<file path="config.mk">
export PLATFORM = sky130hd
export DESIGN_NAME = startup_sequencer
export DESIGN_NICKNAME = d
export VERILOG_FILES = /design/src/rtl/startup_sequencer.sv
export SDC_FILE = /design/constraint.sdc
export NUM_CORES = 1
export LEC_CHECK = 0
export ABC_AREA = 1
export CAP_MARGIN = 5
export CORE_MARGIN = 4
export CORE_UTILIZATION = 45
export CTS_CLUSTER_SIZE = 25
export DETAILED_ROUTE_END_ITERATION = 16
export GPL_ROUTABILITY_DRIVEN = 0
export PLACE_DENSITY = 0.69
export SYNTH_ARGS = -nofsm -noshare
export SYNTH_HDL_FRONTEND = slang
export SYNTH_SLANG_ARGS = --single-unit
export TNS_END_PERCENT = 100
</file>
<file path="constraint.sdc">
create_clock -name clock -period 1.4 [get_ports clock]
set_input_delay 0.42 -clock clock [delete_from_list [all_inputs] [get_ports clock]]
set_output_delay 0.42 -clock clock [all_outputs]
set_load 0.05 [all_outputs]
</file>
<file path="src/rtl/startup_sequencer.sv">
// Startup sequencer: on entry to the management STARTUP op state, starts each startup-capable
// submodule in fixed order, waits for its done under a watchdog, and reports done/fail.
module startup_sequencer #(
    parameter int NUM_SUB        = 5,
    parameter int TIMER_W        = 16,
    parameter int TIMEOUT_CYCLES = 1000
) (
    input  logic               clock,
    input  logic               reset_n,
    input  logic [2:0]         op_state,
    input  logic [2:0]         startup_type,
    input  logic [NUM_SUB-1:0] sub_done,
    output logic [NUM_SUB-1:0] sub_start,
    output logic [2:0]         sub_type,
    output logic               seq_busy,
    output logic               seq_done,
    output logic               seq_fail,
    output logic [2:0]         fail_index
);

    localparam int IDX_W = (NUM_SUB > 1) ? $clog2(NUM_SUB) : 1;
    localparam logic [2:0]         STARTUP_STATE = 3'b010;
    localparam logic [2:0]         INVALID_INDEX = 3'd7;
    localparam logic [IDX_W-1:0]   LAST_IDX      = IDX_W'(NUM_SUB - 1);
    localparam logic [TIMER_W-1:0] TIMEOUT_LAST  = TIMER_W'(TIMEOUT_CYCLES - 1);
    localparam logic [NUM_SUB-1:0] ONE_HOT0      = {{(NUM_SUB-1){1'b0}}, 1'b1};

    typedef enum logic [2:0] {
        ST_IDLE  = 3'd0,
        ST_ISSUE = 3'd1,
        ST_WAIT  = 3'd2,
        ST_DONE  = 3'd3,
        ST_FAIL  = 3'd4
    } state_t;

    state_t             state_r;
    state_t             state_s;
    logic [IDX_W-1:0]   idx_r;
    logic [IDX_W-1:0]   idx_s;
    logic [TIMER_W-1:0] timer_r;
    logic [TIMER_W-1:0] timer_s;
    logic [2:0]         sub_type_r;
    logic [2:0]         sub_type_s;
    logic [2:0]         fail_index_r;
    logic [2:0]         fail_index_s;
    logic [NUM_SUB-1:0] sub_start_r;
    logic               seq_busy_r;
    logic               seq_done_r;
    logic               seq_fail_r;
    logic               in_startup_s;
    logic               type_ok_s;

    assign in_startup_s = (op_state == STARTUP_STATE);
    assign type_ok_s    = (startup_type == 3'd1) || (startup_type == 3'd2) ||
                          (startup_type == 3'd3);

    // Next-state, index, watchdog and latched-field logic.
    always_comb begin
        state_s      = state_r;
        idx_s        = idx_r;
        timer_s      = timer_r;
        sub_type_s   = sub_type_r;
        fail_index_s = fail_index_r;
        case (state_r)
            ST_IDLE: begin
                idx_s        = {IDX_W{1'b0}};
                timer_s      = {TIMER_W{1'b0}};
                sub_type_s   = 3'd0;
                fail_index_s = 3'd0;
                if (in_startup_s && type_ok_s) begin
                    state_s    = ST_ISSUE;
                    sub_type_s = startup_type;
                end else if (in_startup_s) begin
                    state_s      = ST_FAIL;
                    fail_index_s = INVALID_INDEX;
                end else begin
                    state_s = ST_IDLE;
                end
            end
            ST_ISSUE: begin
                if (!in_startup_s) begin
                    state_s      = ST_IDLE;
                    idx_s        = {IDX_W{1'b0}};
                    timer_s      = {TIMER_W{1'b0}};
                    sub_type_s   = 3'd0;
                    fail_index_s = 3'd0;
                end else begin
                    state_s = ST_WAIT;
                    timer_s = {TIMER_W{1'b0}};
                end
            end
            ST_WAIT: begin
                // Abort beats done, and done beats a coincident timeout.
                if (!in_startup_s) begin
                    state_s      = ST_IDLE;
                    idx_s        = {IDX_W{1'b0}};
                    timer_s      = {TIMER_W{1'b0}};
                    sub_type_s   = 3'd0;
                    fail_index_s = 3'd0;
                end else if (sub_done[idx_r] && (idx_r == LAST_IDX)) begin
                    state_s = ST_DONE;
                end else if (sub_done[idx_r]) begin
                    state_s = ST_ISSUE;
                    idx_s   = idx_r + IDX_W'(1);
                end else if (timer_r == TIMEOUT_LAST) begin
                    state_s      = ST_FAIL;
                    fail_index_s = 3'(idx_r);
                end else begin
                    timer_s = timer_r + TIMER_W'(1);
                end
            end
            ST_DONE, ST_FAIL: begin
                if (!in_startup_s) begin
                    state_s      = ST_IDLE;
                    idx_s        = {IDX_W{1'b0}};
                    timer_s      = {TIMER_W{1'b0}};
                    sub_type_s   = 3'd0;
                    fail_index_s = 3'd0;
                end else begin
                    state_s = state_r;
                end
            end
            default: begin
                state_s      = ST_IDLE;
                idx_s        = {IDX_W{1'b0}};
                timer_s      = {TIMER_W{1'b0}};
                sub_type_s   = 3'd0;
                fail_index_s = 3'd0;
            end
        endcase
    end

    // State, counters and outputs; outputs are registered from the next-state decode.
    always_ff @(posedge clock or negedge reset_n) begin
        if (!reset_n) begin
            state_r      <= ST_IDLE;
            idx_r        <= {IDX_W{1'b0}};
            timer_r      <= {TIMER_W{1'b0}};
            sub_type_r   <= 3'd0;
            fail_index_r <= 3'd0;
            sub_start_r  <= {NUM_SUB{1'b0}};
            seq_busy_r   <= 1'b0;
            seq_done_r   <= 1'b0;
            seq_fail_r   <= 1'b0;
        end else begin
            state_r      <= state_s;
            idx_r        <= idx_s;
            timer_r      <= timer_s;
            sub_type_r   <= sub_type_s;
            fail_index_r <= fail_index_s;
            sub_start_r  <= (state_s == ST_ISSUE) ? (ONE_HOT0 << idx_s) : {NUM_SUB{1'b0}};
            seq_busy_r   <= (state_s == ST_ISSUE) || (state_s == ST_WAIT);
            seq_done_r   <= (state_s == ST_DONE);
            seq_fail_r   <= (state_s == ST_FAIL);
        end
    end

    assign sub_start  = sub_start_r;
    assign sub_type   = sub_type_r;
    assign seq_busy   = seq_busy_r;
    assign seq_done   = seq_done_r;
    assign seq_fail   = seq_fail_r;
    assign fail_index = fail_index_r;

endmodule
</file>
==> results.cfg <==
[outcome]
outcome = finished, violations left
violations = setup timing

[drt]
wl_per_cell_um = 21.1
drt_first_pass_iters = 8
vias_per_cell = 6.19
dr.first_iter.drc_count = 351
route.vias.total = 2928
remaining_drc_errors = 0
drt.antenna.violating_nets = 0
postRouteWirelength_um = 9960

[cts]
hold_buffers = 0
htree_levels = 2
clockRootBuffer = clkbuf_8
clock_latency_ns = 0.30
clock_sinks = 36
clkTransAtPathRegs_ns = 0.09
clockBufferDepth = 2
cts_tree = built
numCtsBuffers = 5

[job]
drv_cap = 0

[placed_design]
place.port_buffers = 26
dp.cells = 429
hpwlAfterDp_um = 4450
dpl_worst_slack_ns = -0.629

[global_route]
grt_max_degree = 37
grtUsageTotal_pct = 24.7
antenna_found_initial = 0
grt_pass1_vias = 2479
grt.overflow.total = 0
grt_pass1_wl_um = 11700

[cells_and_area]
finalNonFillerCells = 473
final_core_util_pct = 85.2
multi_input_area_mm2 = 0.00155
fill_cells = 221
seq_area_um2 = 907
area_delta_synth_final_pct = 84.0
drive_gt1_share_pct = 54.7
nNetsFinal = 434
diodes = 0

[floorplan]
start_util_pct = 46.3
core_mm2 = 0.00469
die_y_um = 77.5
io_pins = 27
num_rows = 25
chipWidth_um = 77.5
die-area_mm2 = 0.00600

[synthesis]
synth_area_leaders = dfrtp_1 41%, nand2_1 12%, nand3_1 7.1%
synth_top_cell_by_area = dfrtp_1
synth_top_area_share_pct = 41.5
postSynthAreaPerCell_um2 = 7.54
synthCells = 288
syn-num-nets = 304
yosysWarnings = 0
ys_ff_latch = 36
synthesis.area_mm2 = 0.00217
synth_edf_count = 0
yosysSeqAreaShare_pct = 41.5
synth.distinct_cells = 36
async_flop_share_pct = 100
synth-main-ff-cell = dfrtp_1

[timing]
slew_headroom_pct = 71.5
finalSetupViolations = 36
fin_crit_sh_pct = 130
fin_ws_ns = -0.413
tightest_slew_ns = 0.422
rsz0062_at_grt = yes
post-route-min-period_ns = 1.81
clock.fmax_mhz = 552
finalHoldViolations = 0
finalMaxSlewViolations = 0
fin_worst_skew_ns = 0.0132

[worst_setup_path]
r2r_start = state_r[2]
critical_path_class = reg -> reg
required_ns = 1.62
startpoint = state_r[2]
worstPathArrival_ns = 2.03
path_max_fanout = 5
rrSetupSlack_ns = -0.41
end_kind = flip-flop
critPathLaunchType = flip-flop

[power_and_ir_drop]
peakVddDrop_v = 0.000489
powerDensity_mw_per_mm2 = 532
power.leakage_nw = 1.91

[worst_hold_path]
min_from = startup_type[0]
hold_path_class = in -> reg
[flip-flops by register name (all words and copies together), names as in the netlist]
signal / count
timer_r: 16
sub_start: 5
fail_index: 3
idx_r: 3
state_r: 3
sub_type: 3
seq_busy: 1
seq_done: 1
seq_fail: 1
[worst paths after layout]
| path | endpoint | depth (start not counted) |
|---|---|---|
| worst max-delay path | timer_r[7] | 8 |
| worst min-delay path | sub_type[0] | 3 |
| worst max register to register | timer_r[7] | 8 |
| worst min register to register | sub_type[0] | 2 |
| max in group asynchronous | timer_r[2] | 2 |
| min in group asynchronous | seq_busy | 2 |
[stage by stage]
step / power (W) / cell area [um2] / TNS, ns / hold slack [ns]
detailed placement: 0.00129 / 3190 / -18.45 / 0.537
finish: 0.00213 / 4000 / -9.35 / 0.433
global route: 0.00218 / 4000 / -10.47 / 0.466
global placement: 0.00128 / 3190 / -16.84 / 0.537
CTS: 0.00207 / 3540 / -4.47 / 0.496
floorplan: 0.00115 / 2240 / -1.25 / 0.124
[kinds of logic after synthesis]
kind of cell / share of synthesized area [%]
DFF: 41.5
AOI/OAI and AO/OA: 9.73
muxes: 0.461
xor gates and xnor gates: 2.82
buffers and inverters: 8.01
and+or+nand+nor: 35.8
adders and majority gates: 1.73
[where the power goes]
part,switching [W],internal [W],leakage (nW),total [W]
Combinational,0.000145,0.000117,1.37,0.000262
Clock,0.000412,0.000393,0.0510,0.000805
Sequential,0.0000111,0.00105,0.493,0.00106
[final cells by class]
| type | count | share of cell area (%) |
|---|---|---|
| Multi-Input combinational cell | 213 | 38.9 |
| Tap cell | 54 | 1.69 |
| Inverter | 35 | 3.66 |
| Clock buffer | 6 | 2.07 |
| Sequential cell | 36 | 22.7 |
| Timing Repair Buffer | 127 | 30.8 |
| Clock inverter | 2 | 0.250 |
[routing by layer]
| metal | global-route usage (%) | part of all wire, % | up-vias |
|---|---|---|---|
| li1 | - | - | 1206 |
| met4 | 8.36 | 7.9 | 0 |
| met2 | 41.7 | 46 | 266 |
| met3 | 4.76 | 11 | 105 |
| met5 | 0 | 0 | - |
| met1 | 31.7 | 36 | 1351 |
[synthesized netlist by cell type, types with 2 or more instances]
| library cell | number |
|---|---|
| buf_2 | 4 |
| dfrtp_1 | 36 |
| nand3_1 | 31 |
| a21boi_2 | 2 |
| nand3_2 | 3 |
| inv_2 | 5 |
| nor2_1 | 37 |
| a22oi_1 | 3 |
| nand2_4 | 2 |
| inv_1 | 30 |
| nand2_1 | 67 |
| nand2_2 | 4 |
| o211ai_1 | 2 |
| a21oi_1 | 10 |
| o21ai_1 | 3 |
| xor2_1 | 7 |
| o21ai_0 | 7 |
| ha_1 | 3 |
| nand4_1 | 8 |
| nor3_1 | 8 |
[critical path, stage by stage (launching register included)]
cell and delay (ns):
dfrtp_1 0.44, inv_2 0.14, nand3_4 0.10, nor2_4 0.22, buf_4 0.18, buf_4 0.10
buf_4 0.14, o21ai_0 0.18, a22oi_2 0.22
[layout by cell type (no fill, tap or decap), types with 3 or more instances in the layout]
master,Yosys,layout
a21oi_1,10,6
a21oi_2,0,3
buf_12,0,16
buf_4,1,85
buf_6,1,14
clkbuf_8,0,6
clkdlybuf4s50_1,0,4
dfrtp_1,36,31
dfrtp_2,0,5
dlygate4sd2_1,0,7
ha_4,0,3
inv_1,30,22
inv_2,5,10
nand2_1,67,46
nand2_2,4,18
nand2_4,2,7
nand3_1,31,16
nand3_2,3,13
nand3_4,0,6
nand4_1,8,8
nor2_1,37,22
nor2_2,1,10
nor2_4,1,9
nor3_1,8,6
o21ai_2,0,6
xor2_1,7,7
[repair_timing]
action / CTS / global route
endpoints found under the setup margin: 36 / 36
resized for setup: 49 / 80
pin swaps: 25 / 43
cloned: 2 / 1
setup buffers: 13 / 23
No activity file was read; power rests on OpenSTA's default activity.
